===== src/rtl/systolic_mac_pe_pkg.sv =====
// Shared types and helpers for the systolic MAC processing element.
package systolic_pkg;

  typedef enum logic {PE_WS = 1'b0, PE_OS = 1'b1} pe_mode_t;

  typedef enum logic [1:0] {S_WS, S_OS_EMPTY, S_OS_ACC} pe_state_t;

  localparam int NUM_LEGAL_WBITS = 4;
  localparam int LEGAL_WBITS [NUM_LEGAL_WBITS] = '{1, 2, 4, 8};

  function automatic bit wbits_legal(input int wbits);
    bit ok;
    ok = 1'b0;
    for (int i = 0; i < NUM_LEGAL_WBITS; i++)
      if (LEGAL_WBITS[i] == wbits) ok = 1'b1;
    return ok;
  endfunction

  // Signed add clamped to the signed range of a width-bit word.
  function automatic logic signed [31:0] sat_add(input logic signed [31:0] a,
                                                 input logic signed [31:0] b,
                                                 input int width);
    logic signed [32:0] s;
    logic signed [32:0] hi;
    logic signed [32:0] lo;
    s  = 33'(a) + 33'(b);
    hi = (33'sd1 <<< (width - 1)) - 33'sd1;
    lo = -(33'sd1 <<< (width - 1));
    if (s > hi)      s = hi;
    else if (s < lo) s = lo;
    return s[31:0];
  endfunction

endpackage


===== src/rtl/systolic_mac_pe_weight_mult.sv =====
// Combinational signed activation x weight multiplier for 1/2/4/8-bit weights,
// followed by an arithmetic right shift of FracBits and truncation to BitSize.
module pe_weight_mult import systolic_pkg::*; #(
  parameter int BitSize        = 8,
  parameter int Weight_BitSize = 8,
  parameter int FracBits       = 0
) (
  input  logic [BitSize-1:0]        a,
  input  logic [Weight_BitSize-1:0] w,
  output logic [BitSize-1:0]        prod
);

  localparam int PW = BitSize + Weight_BitSize + 1;

  logic signed [PW-1:0] a_x;
  logic signed [PW-1:0] full;

  assign a_x = PW'($signed(a));

  generate
    if (!wbits_legal(Weight_BitSize)) begin : g_bad_wbits
      $error("pe_weight_mult: Weight_BitSize must be 1, 2, 4 or 8");
    end

    // A 1-bit weight encodes +/-1 rather than two's complement 0/-1.
    if (Weight_BitSize == 1) begin : g_bin
      assign full = w[0] ? a_x : -a_x;
    end else begin : g_tc
      logic signed [PW-1:0] w_x;
      assign w_x  = PW'($signed(w));
      assign full = a_x * w_x;
    end
  endgenerate

  assign prod = BitSize'(full >>> FracBits);

endmodule


===== src/rtl/systolic_mac_pe.sv =====
// Systolic MAC PE: double-buffered weight, WS/OS dataflow, valid propagation, OS drain.
// Build option: define SYSTOLIC_PE_SAT_EN for saturating adds and the sticky out_sat port.
module systolic_mac_pe import systolic_pkg::*; #(
  parameter int BitSize        = 8,
  parameter int M_W_BitSize    = 8,
  parameter int Weight_BitSize = 8,
  parameter int FracBits       = 0
) (
  input  logic                   clk,
  input  logic                   res_n,
  input  logic                   in_mode,
  input  logic                   in_valid,
  input  logic [BitSize-1:0]     in_a,
  input  logic [M_W_BitSize-1:0] in_b,
  input  logic                   in_swap,
  input  logic                   in_drain,
  input  logic                   in_ps_valid,
  input  logic [BitSize-1:0]     in_partial_sum,
  output logic [BitSize-1:0]     out_a,
  output logic                   out_a_valid,
  output logic [M_W_BitSize-1:0] out_b,
  output logic                   out_swap,
  output logic                   out_drain,
  output logic [BitSize-1:0]     out_partial_sum,
  output logic                   out_ps_valid,
  output logic                   out_err
`ifdef SYSTOLIC_PE_SAT_EN
  , output logic                 out_sat
`endif
);

  localparam int WB = Weight_BitSize;

  pe_state_t          state_p1, state_nxt;
  pe_mode_t           mode;
  logic [WB-1:0]      w_act_p1;
  logic [WB-1:0]      w_eff;
  logic [BitSize-1:0] acc_p1, acc_nxt;
  logic [BitSize-1:0] prod;
  logic [BitSize-1:0] ws_sum, acc_sum;
  logic [BitSize-1:0] ps_nxt;
  logic               psv_nxt;
  logic               err_nxt;
`ifdef SYSTOLIC_PE_SAT_EN
  logic               sat_nxt;
  logic               ws_ovf, acc_ovf;
`endif

  function automatic logic [BitSize-1:0] add_fn(input logic [BitSize-1:0] x,
                                               input logic [BitSize-1:0] y);
`ifdef SYSTOLIC_PE_SAT_EN
    return BitSize'(sat_add(32'($signed(x)), 32'($signed(y)), BitSize));
`else
    return x + y;
`endif
  endfunction

  assign mode = pe_mode_t'(in_mode);

  // The swap cycle already computes with the incoming shadow weight.
  assign w_eff = in_swap ? out_b[WB-1:0] : w_act_p1;

  pe_weight_mult #(
    .BitSize       (BitSize),
    .Weight_BitSize(WB),
    .FracBits      (FracBits)
  ) u_mult (
    .a   (in_a),
    .w   (w_eff),
    .prod(prod)
  );

  assign ws_sum  = add_fn(in_partial_sum, prod);
  assign acc_sum = add_fn(acc_p1, prod);
`ifdef SYSTOLIC_PE_SAT_EN
  assign ws_ovf  = ws_sum  != (in_partial_sum + prod);
  assign acc_ovf = acc_sum != (acc_p1 + prod);
`endif

  always_comb begin
    state_nxt = state_p1;
    acc_nxt   = acc_p1;
    ps_nxt    = out_partial_sum;
    psv_nxt   = 1'b0;
    err_nxt   = out_err;
`ifdef SYSTOLIC_PE_SAT_EN
    sat_nxt   = out_sat;
`endif
    case (state_p1)
      S_WS: begin
        if (in_valid) begin
          ps_nxt  = ws_sum;
          psv_nxt = 1'b1;
`ifdef SYSTOLIC_PE_SAT_EN
          sat_nxt = out_sat | ws_ovf;
`endif
        end
        if (mode == PE_OS) state_nxt = S_OS_EMPTY;
      end
      S_OS_EMPTY: begin
        if (in_drain) begin
          ps_nxt  = '0;
          psv_nxt = 1'b1;
          if (in_ps_valid) err_nxt = 1'b1;
        end else if (in_ps_valid) begin
          ps_nxt  = in_partial_sum;
          psv_nxt = 1'b1;
        end
        if (mode == PE_WS) begin
          state_nxt = S_WS;
        end else if (in_valid) begin
          acc_nxt   = prod;
          state_nxt = S_OS_ACC;
        end
      end
      S_OS_ACC: begin
        // Mode is frozen here; only a drain without new data leaves the state.
        if (in_drain) begin
          ps_nxt  = acc_p1;
          psv_nxt = 1'b1;
          if (in_ps_valid) err_nxt = 1'b1;
          if (in_valid) begin
            acc_nxt = prod;
          end else begin
            acc_nxt   = '0;
            state_nxt = S_OS_EMPTY;
          end
        end else begin
          if (in_ps_valid) begin
            ps_nxt  = in_partial_sum;
            psv_nxt = 1'b1;
          end
          if (in_valid) begin
            acc_nxt = acc_sum;
`ifdef SYSTOLIC_PE_SAT_EN
            sat_nxt = out_sat | acc_ovf;
`endif
          end
        end
      end
      default: state_nxt = S_WS;
    endcase
  end

  always_ff @(posedge clk or negedge res_n) begin
    if (!res_n) state_p1 <= S_WS;
    else        state_p1 <= state_nxt;
  end

  // Stage p1: forwarded chains, active weight, accumulator and results.
  always_ff @(posedge clk or negedge res_n) begin
    if (!res_n) begin
      out_a           <= '0;
      out_a_valid     <= 1'b0;
      out_b           <= '0;
      out_swap        <= 1'b0;
      out_drain       <= 1'b0;
      out_partial_sum <= '0;
      out_ps_valid    <= 1'b0;
      out_err         <= 1'b0;
      w_act_p1        <= '0;
      acc_p1          <= '0;
`ifdef SYSTOLIC_PE_SAT_EN
      out_sat         <= 1'b0;
`endif
    end else begin
      out_b           <= in_b;
      out_swap        <= in_swap;
      out_drain       <= in_drain;
      out_a_valid     <= in_valid;
      if (in_valid) out_a <= in_a;
      if (in_swap)  w_act_p1 <= out_b[WB-1:0];
      acc_p1          <= acc_nxt;
      out_partial_sum <= ps_nxt;
      out_ps_valid    <= psv_nxt;
      out_err         <= err_nxt;
`ifdef SYSTOLIC_PE_SAT_EN
      out_sat         <= sat_nxt;
`endif
    end
  end

endmodule


===== config.mk =====
export PLATFORM = sky130hd
export DESIGN_NAME = systolic_mac_pe
export DESIGN_NICKNAME = d
export VERILOG_FILES = /design/src/rtl/systolic_mac_pe_pkg.sv /design/src/rtl/systolic_mac_pe_weight_mult.sv /design/src/rtl/systolic_mac_pe.sv
export SDC_FILE = /design/constraint.sdc
export NUM_CORES = 1
export LEC_CHECK = 0
export ABC_CLOCK_PERIOD_IN_PS = 13200
export CORE_MARGIN = 4
export CORE_UTILIZATION = 35
export CTS_CLUSTER_DIAMETER = 120
export DETAILED_ROUTE_END_ITERATION = 10
export PLACE_DENSITY = 0.58
export SLEW_MARGIN = 20
export SYNTH_ARGS = -nofsm -noshare
export SYNTH_HDL_FRONTEND = slang
export SYNTH_SLANG_ARGS = --single-unit

===== constraint.sdc =====
create_clock -name clk -period 13.2 [get_ports clk]
set_clock_uncertainty 0.15 [all_clocks]
set_input_delay 3.96 -clock clk [delete_from_list [all_inputs] [get_ports clk]]
set_output_delay 3.96 -clock clk [all_outputs]
set_load 0.01 [all_outputs]

==> results by group, run 1 <==
Worst setup path
  • Worst R2R Path Depth: 18
  • Worst reg2reg setup slack: between 8 and 9 ns
  • CP Launch Type: input port
  • Worst Path Max Fanout: 9
  • Reg-to-Reg End: acc_p1[7]
  • Worst endpoint data arrival time: 9.33 ns
  • CP Class: input port to flip-flop
  • CP endpoint kind: flip-flop
  • WP data required: ~13 ns
  • FF-to-FF Start: out_b[0]

Drt
  • Vias/cell: 4.94
  • Met3 wire length: between 300 and 400 um
  • DR top layer: met4
  • WL/cell: 15.9 um
  • First DRT Iteration DRCs: 94
  • DR pass1 iterations: 4
  • Number of remaining DRC errors: 0
  • Vias: between 2k and 3k
  • Post-DRT Antenna Nets: 0
  • Metal2 WL: 3840 um
  • Total wire length: 8550 um
  • Routed metal-1 wire length: between 4000 and 5000 um

Worst hold path
  • WHS Path Cells: 1
  • Hold Path End: out_err
  • Worst hold-check path type: flip-flop to flip-flop
  • Hold Path Origin: out_err

Clock tree
  • Post-CTS resize count: 0
  • Post-CTS Setup Inserts: 0
  • Worst-Skew Late Latency: 0.32 ns
  • CTS clk-pin slew, worst paths: 0.10 ns
  • # hold bufs at CTS: 0
  • CTS tree: done
  • Clock buffer depth: 2
  • Clock root cell: clkbuf_8
  • Clock sinks: 47
  • H-tree depth: 2
  • Inserted Clock Buffers: 5

Logic synthesis
  • Compound-Gate Fraction of Synth Area: 14.3%
  • Mapped Cells: 347
  • Mux cell area share after synthesis: 7.03%
  • Fraction of registers with async set/reset: 100%
  • EDFF count, synth: 0
  • Mapped Nets: 430
  • Synth warnings: 0
  • Xor/xnor share of the synthesized area: 7.92%
  • Register area share after synthesis: approximately a third
  • Ys flop type: dfrtp_1
  • Synth area leaders: dfrtp_1 33%, ha_1 13%, fa_1 8.0%, mux2_2 4.2%, inv_1 3.7%
  • Adder-Cell Fraction of Synth Area: between 20% and 30%
  • Mapped Area: 3520 um^2
  • Simple-gate portion of the synthesized area: 10.8%
  • Main combinational cell family by area after synthesis: adder cells
  • Per-instance average area after synthesis: just over 10 um^2
  • Synth Register Bits: 47
  • Unique cell type count in the Yosys netlist: 45
  • Yosys top cell by area: dfrtp_1
  • Top-area cell type share of the netlist area: roughly a third

Floorplanning
  • Die height: 108 um
  • Die span in x: 108 um
  • FP Rows: 36
  • Core area: a little under 10000 um^2
  • I/O Pins: 60
  • Initial Utilization: 36.0%
  • Die Area: 11700 um^2

Run status
  • Status: completed

Job
  • Max-Cap Viols: 0

Timing
  • Final Worst Setup Slack: 3.94 ns
  • Pin slew with the least headroom to its limit: 0.856 ns
  • Hold WS: about 0.33 ns
  • Fin crit share: ~70%
  • Min Tclk post-route: 9.26 ns
  • Setup tns final: 0 ns
  • Final hold violation count: 0
  • Max Clk Rate: 108 MHz
  • Final Max Tran Viols: 0
  • RSZ-0062 raised after global routing: no
  • Final setup fails: 0
  • Slew headroom: 42.7%

GRT
  • First-pass GRT wire length: 14400 um
  • Initial antenna violation count: 0
  • Global route total overflow: 0
  • GRT Util Overall: 15.8%
  • Vias in the first global route: 2872
  • Largest net degree at the start of global routing: 48

Finish
  • Final core area utilization: 44.7%
  • Share of cells above drive strength 1: about 8.6%
  • # diodes: 0
  • Area Overhead vs Synth: 24.0%
  • Nets: approximately 500

Power and ir drop
  • Overall Power: 0.000879 W
  • Switching Power: 0.000372 W
  • PD cells: 201 nW/um^2
  • Seq pwr share: between 20% and 30%
  • Part of the power in combinational logic: 62.6%
  • Clock power frac: 13.5%
  • Worst vdd ir: 0.112 mV
  • Switching Fraction: 42.3%
  • LEAKAGE: just over 2 nW
  • Internal Power: 0.000507 W

Placed design
  • Gp weighted congestion: around 0.82
  • DP HPWL: 6460 um
  • Buffers on Ports: 59
  • Pre-CTS setup slack: 3.61 ns
==> cell usage after synthesis, types with 2 or more instances <==
cell type / count
a21o_1: 5
a21oi_1: 25
a221oi_1: 4
a22oi_1: 4
a31oi_1: 7
and2_1: 7
and2_2: 2
buf_1: 2
clkbuf_1: 8
dfrtp_1: 47
fa_1: 14
ha_1: 38
inv_1: 35
mux2_2: 13
mux2i_1: 5
nand2_1: 27
nand2b_1: 8
nor2_1: 10
nor2b_1: 14
nor4_1: 2
o21a_1: 3
o21ai_0: 15
o21bai_1: 5
o221ai_1: 2
o22ai_1: 2
xnor2_1: 15
xnor3_1: 2
xor2_1: 9
==> power by group through the flow <==
stage                     Clock [W]  Sequential (W)  Combinational, W
final                      0.000119        0.000210          0.000551
after global routing       0.000130        0.000215          0.000623
after CTS                  0.000124        0.000210          0.000555
after detailed placement          0        0.000213          0.000551
after global placement            0        0.000213          0.000541
after floorplan                   0        0.000215          0.000400
==> area by class of cell <==
class | count | area [um^2]
flip-flops and latches | 47 | 1180
repair buffers | 62 | 608
inverters | 35 | 131
fillers | 931 | 5410
multi-input cells | 254 | 2170
clock inverters | 2 | 38.8
well taps | 133 | 166
clock buffers | 6 | 82.6
==> metal layers <==
metal | global-route usage (%) | vias to the layer above
met1 | 21.8 | 1285
met5 | 0 | -
met3 | 2.81 | 12
met4 | 4.15 | 0
met2 | 25.6 | 64
li1 | - | 1299
==> worst max-delay path, stage by stage <==
cell	delay, ns
clkdlybuf4s50_1	0.79
mux2i_2	0.53
nor2b_1	0.11
ha_1	0.29
inv_1	0.05
fa_1	0.50
inv_1	0.04
ha_1	0.26
inv_1	0.05
fa_1	0.53
inv_1	0.07
ha_1	0.29
a21o_2	0.21
a21oi_1	0.23
xnor3_1	0.45
xnor3_2	0.28
xor2_1	0.25
o2111ai_1	0.15
a32o_1	0.26
==> per-stage QoR <==
stage,cells,instance area [um^2]
2_1_floorplan,347,3520
3_3_place_gp,531,4250
3_5_place_dp,531,4250
4_1_cts,539,4370
5_1_grt,539,4370
6_report,539,4370
==> cells in the final DEF (no fill, tap or decap), drive strengths merged, types with 4 or more instances in the layout <==
cell	count
nand2b	8
a21o	6
o21bai	5
xnor2	15
mux2	14
a21oi	25
clkdlybuf4s50	58
mux2i	7
xor2	9
o21ai	16
a22oi	4
ha	38
inv	36
a31oi	7
buf	4
dfrtp	47
nand2	28
nor2	10
fa	14
nor2b	14
a221oi	4
clkbuf	6
and2	9
==> flip-flops by register name, indices dropped and copies added, names as in the netlist, 2 cells and up <==
register	count
w_act_p1	8
out_b	8
state_p1	2
out_a	8
out_partial_sum	8
acc_p1	8
==> worst max path at each step <==
stage / start / endpoint / slack [ns] / depth (start not counted)
2_1_floorplan: in_swap / out_partial_sum[7] / 4.76 / 18
3_3_place_gp: in_swap / out_partial_sum[7] / 3.69 / 19
3_5_place_dp: in_swap / acc_p1[7] / 3.61 / 19
4_1_cts: in_swap / acc_p1[7] / 3.93 / 19
5_1_grt: in_swap / acc_p1[7] / 3.65 / 19
6_report: in_swap / acc_p1[7] / 3.94 / 19
==> cell families (layout without fill, tap and decap cells) <==
group / after synthesis / in the layout
AO/OA/AOI/OAI: 80 / 80
AND/OR/NAND/NOR: 74 / 74
adder cells (fa/ha/maj): 52 / 52
flip-flops: 47 / 47
buffers and inverters: 46 / 105
XOR/XNOR: 27 / 27
multiplexers: 21 / 21
Power figures use the tool's default switching activity.
==> inputs of run 2 (changes only) <==
ABC_CLOCK_PERIOD_IN_PS = 8600   (was 13200)
clock period = 8.6 ns   (was 13.2 ns; I/O delays follow)
==> results by group, run 2 (synthesized netlist as in run 1, its figures left out) <==
Run status
  • Status: completed

Placed design
  • DP HPWL: 6510 um
  • Gp weighted congestion: 0.821
  • Buffers on Ports: 59
  • Pre-CTS setup slack: 0.430 ns

Clock tree
  • H-tree depth: 2
  • Clock root cell: clkbuf_8
  • CTS clk-pin slew, worst paths: around 0.10 ns
  • CTS tree: done
  • Post-CTS Setup Inserts: 0
  • Worst-Skew Late Latency: 0.32 ns
  • Post-CTS resize count: 0
  • Inserted Clock Buffers: 5
  • Clock sinks: 47
  • Clock buffer depth: 2
  • # hold bufs at CTS: 0

GRT
  • First-pass GRT wire length: about 15000 um
  • Largest net degree at the start of global routing: 48
  • GRT Util Overall: 15.8%
  • Vias in the first global route: 2936
  • Initial antenna violation count: 0
  • Global route total overflow: 0

Drt
  • Number of remaining DRC errors: 0
  • Total wire length: 8600 um
  • WL/cell: 15.9 um
  • DR pass1 iterations: 4
  • First DRT Iteration DRCs: 98
  • Vias: 2696
  • Vias/cell: 5.00
  • Post-DRT Antenna Nets: 0

Worst setup path
  • WP data required: 8.70 ns
  • Crit path largest cell delay: 0.81 ns
  • FF-to-FF Start: out_b[0]
  • Worst Path Max Fanout: 9
  • Critical path, cell by cell: clkdlybuf4s50_1 > mux2i_2 > nor2b_1 > ha_1 > inv_1 > fa_1 > inv_1 > ha_1 > inv_1 > fa_1 > inv_1 > ha_1 > a21o_2 > a21oi_1 > xnor3_1 > xnor3_2 > xnor3_1 > xor2_1 > a21oi_1
  • CP Launch Type: input port
  • CP Class: input port to flip-flop
  • CP endpoint kind: flip-flop
  • Most frequent CP cell: inv_1
  • Crit path from: in_swap
  • Slowest CP cell: clkdlybuf4s50_1
  • Worst endpoint data arrival time: 7.94 ns

Job
  • Max-Cap Viols: 0

Timing
  • Final hold violation count: 0
  • Final Worst Setup Slack: 0.753 ns
  • Slew headroom: 40.9%
  • Hold WS: 0.334 ns
  • Fin crit share: 91.2%
  • Final setup fails: 0
  • Pin slew with the least headroom to its limit: 0.883 ns
  • Min Tclk post-route: 7.85 ns
  • RSZ-0062 raised after global routing: no
  • Setup tns final: 0 ns
  • Max Clk Rate: between 100 and 150 MHz
  • Final Max Tran Viols: 0

Floorplanning
  • Die Area: 11700 um^2
  • FP Rows: 36
  • I/O Pins: 60
  • Initial Utilization: 36.0%
  • Die height: around 110 um
  • Die span in x: 108 um
  • Core area: 9770 um^2

Worst hold path
  • Hold Path Origin: out_err
  • Worst hold-check path type: flip-flop to flip-flop

Power and ir drop
  • LEAKAGE: between 2 and 2.5 nW
  • PD cells: approximately 310 nW/um^2
  • Clock power frac: 13.1%
  • Switching Power: 0.000573 W
  • Overall Power: around 0.0013 W
  • Switching Fraction: 42.7%
  • Seq pwr share: between 20% and 30%
  • Internal Power: 0.000771 W
  • Worst vdd ir: 0.173 mV
  • Part of the power in combinational logic: 63.0%

Finish
  • Multi-input logic area: 2170 um^2
  • Commonest non-fill, non-tap cell in the layout: clkdlybuf4s50_1
  • # diodes: 0
  • Flip-flop and latch area: 1180 um^2
  • Share of cells above drive strength 1: 8.62%
  • Nets: 488
  • Fill cells: 950
  • Most frequent cells in the layout: 58 x clkdlybuf4s50_1, 47 x dfrtp_1, 38 x ha_1
  • Area Overhead vs Synth: 23.9%
==> run 2: cell count changes in the layout (fill, tap and decap cells not counted), sizes merged <==
| cell | delta |
|---|---|
| clkbuf | -1 |
| clkinv | +1 |
==> run 2: final cells by class <==
class | count | share of cell area (%)
inverters | 35 | 3.01
clock buffers | 5 | 1.58
well taps | 133 | 3.81
multi-input cells | 254 | 49.6
flip-flops and latches | 47 | 26.9
repair buffers | 62 | 13.9
clock inverters | 3 | 1.09
==> run 2: routing by layer <==
layer  global-route usage [%]  vias up  part of all wire, %
met2                     26.0       73                   45
met3                     3.10       19                  5.4
met1                     21.2     1307                   47
met5                        0        -                    0
met4                     4.51        0                  1.7
li1                         -     1297                    -
==> run 2: critical path: cells and delay by family <==
family | cells | cell delay (ns)
and+or+nand+nor | 1 | 0.11
AOI/OAI and AO/OA | 3 | 0.57
xor gates and xnor gates | 4 | 1.25
buffers and inverters | 5 | 1.02
adders and majority gates | 5 | 1.87
muxes | 1 | 0.54
==> run 2: path summary, 6_finish.rpt <==
kind	end	cells after the start	slack, ns
max	out_partial_sum[7]	19	0.75
min	out_err	1	0.33
max reg2reg	out_partial_sum[7]	18	3.53
min reg2reg	out_err	1	0.33
max in group asynchronous	acc_p1[2]	2	5.68
min in group asynchronous	out_a_valid	2	2.20
==> run 2: through the flow <==
step	cells	area [um^2]	util (%)
after floorplan	347	3520	-
after global placement	531	4250	43.5
after detailed placement	531	4250	43.5
after CTS	539	4360	44.6
after global routing	539	4360	44.6
final	539	4360	44.6
==> run 2: power groups by stage <==
stage | Sequential (W) | Combinational, W | Clock [W]
global placement | 0.000326 | 0.000831 | 0
global route | 0.000329 | 0.000960 | 0.000192
CTS | 0.000322 | 0.000854 | 0.000184
floorplan | 0.000330 | 0.000613 | 0
detailed placement | 0.000327 | 0.000846 | 0
finish | 0.000322 | 0.000846 | 0.000176
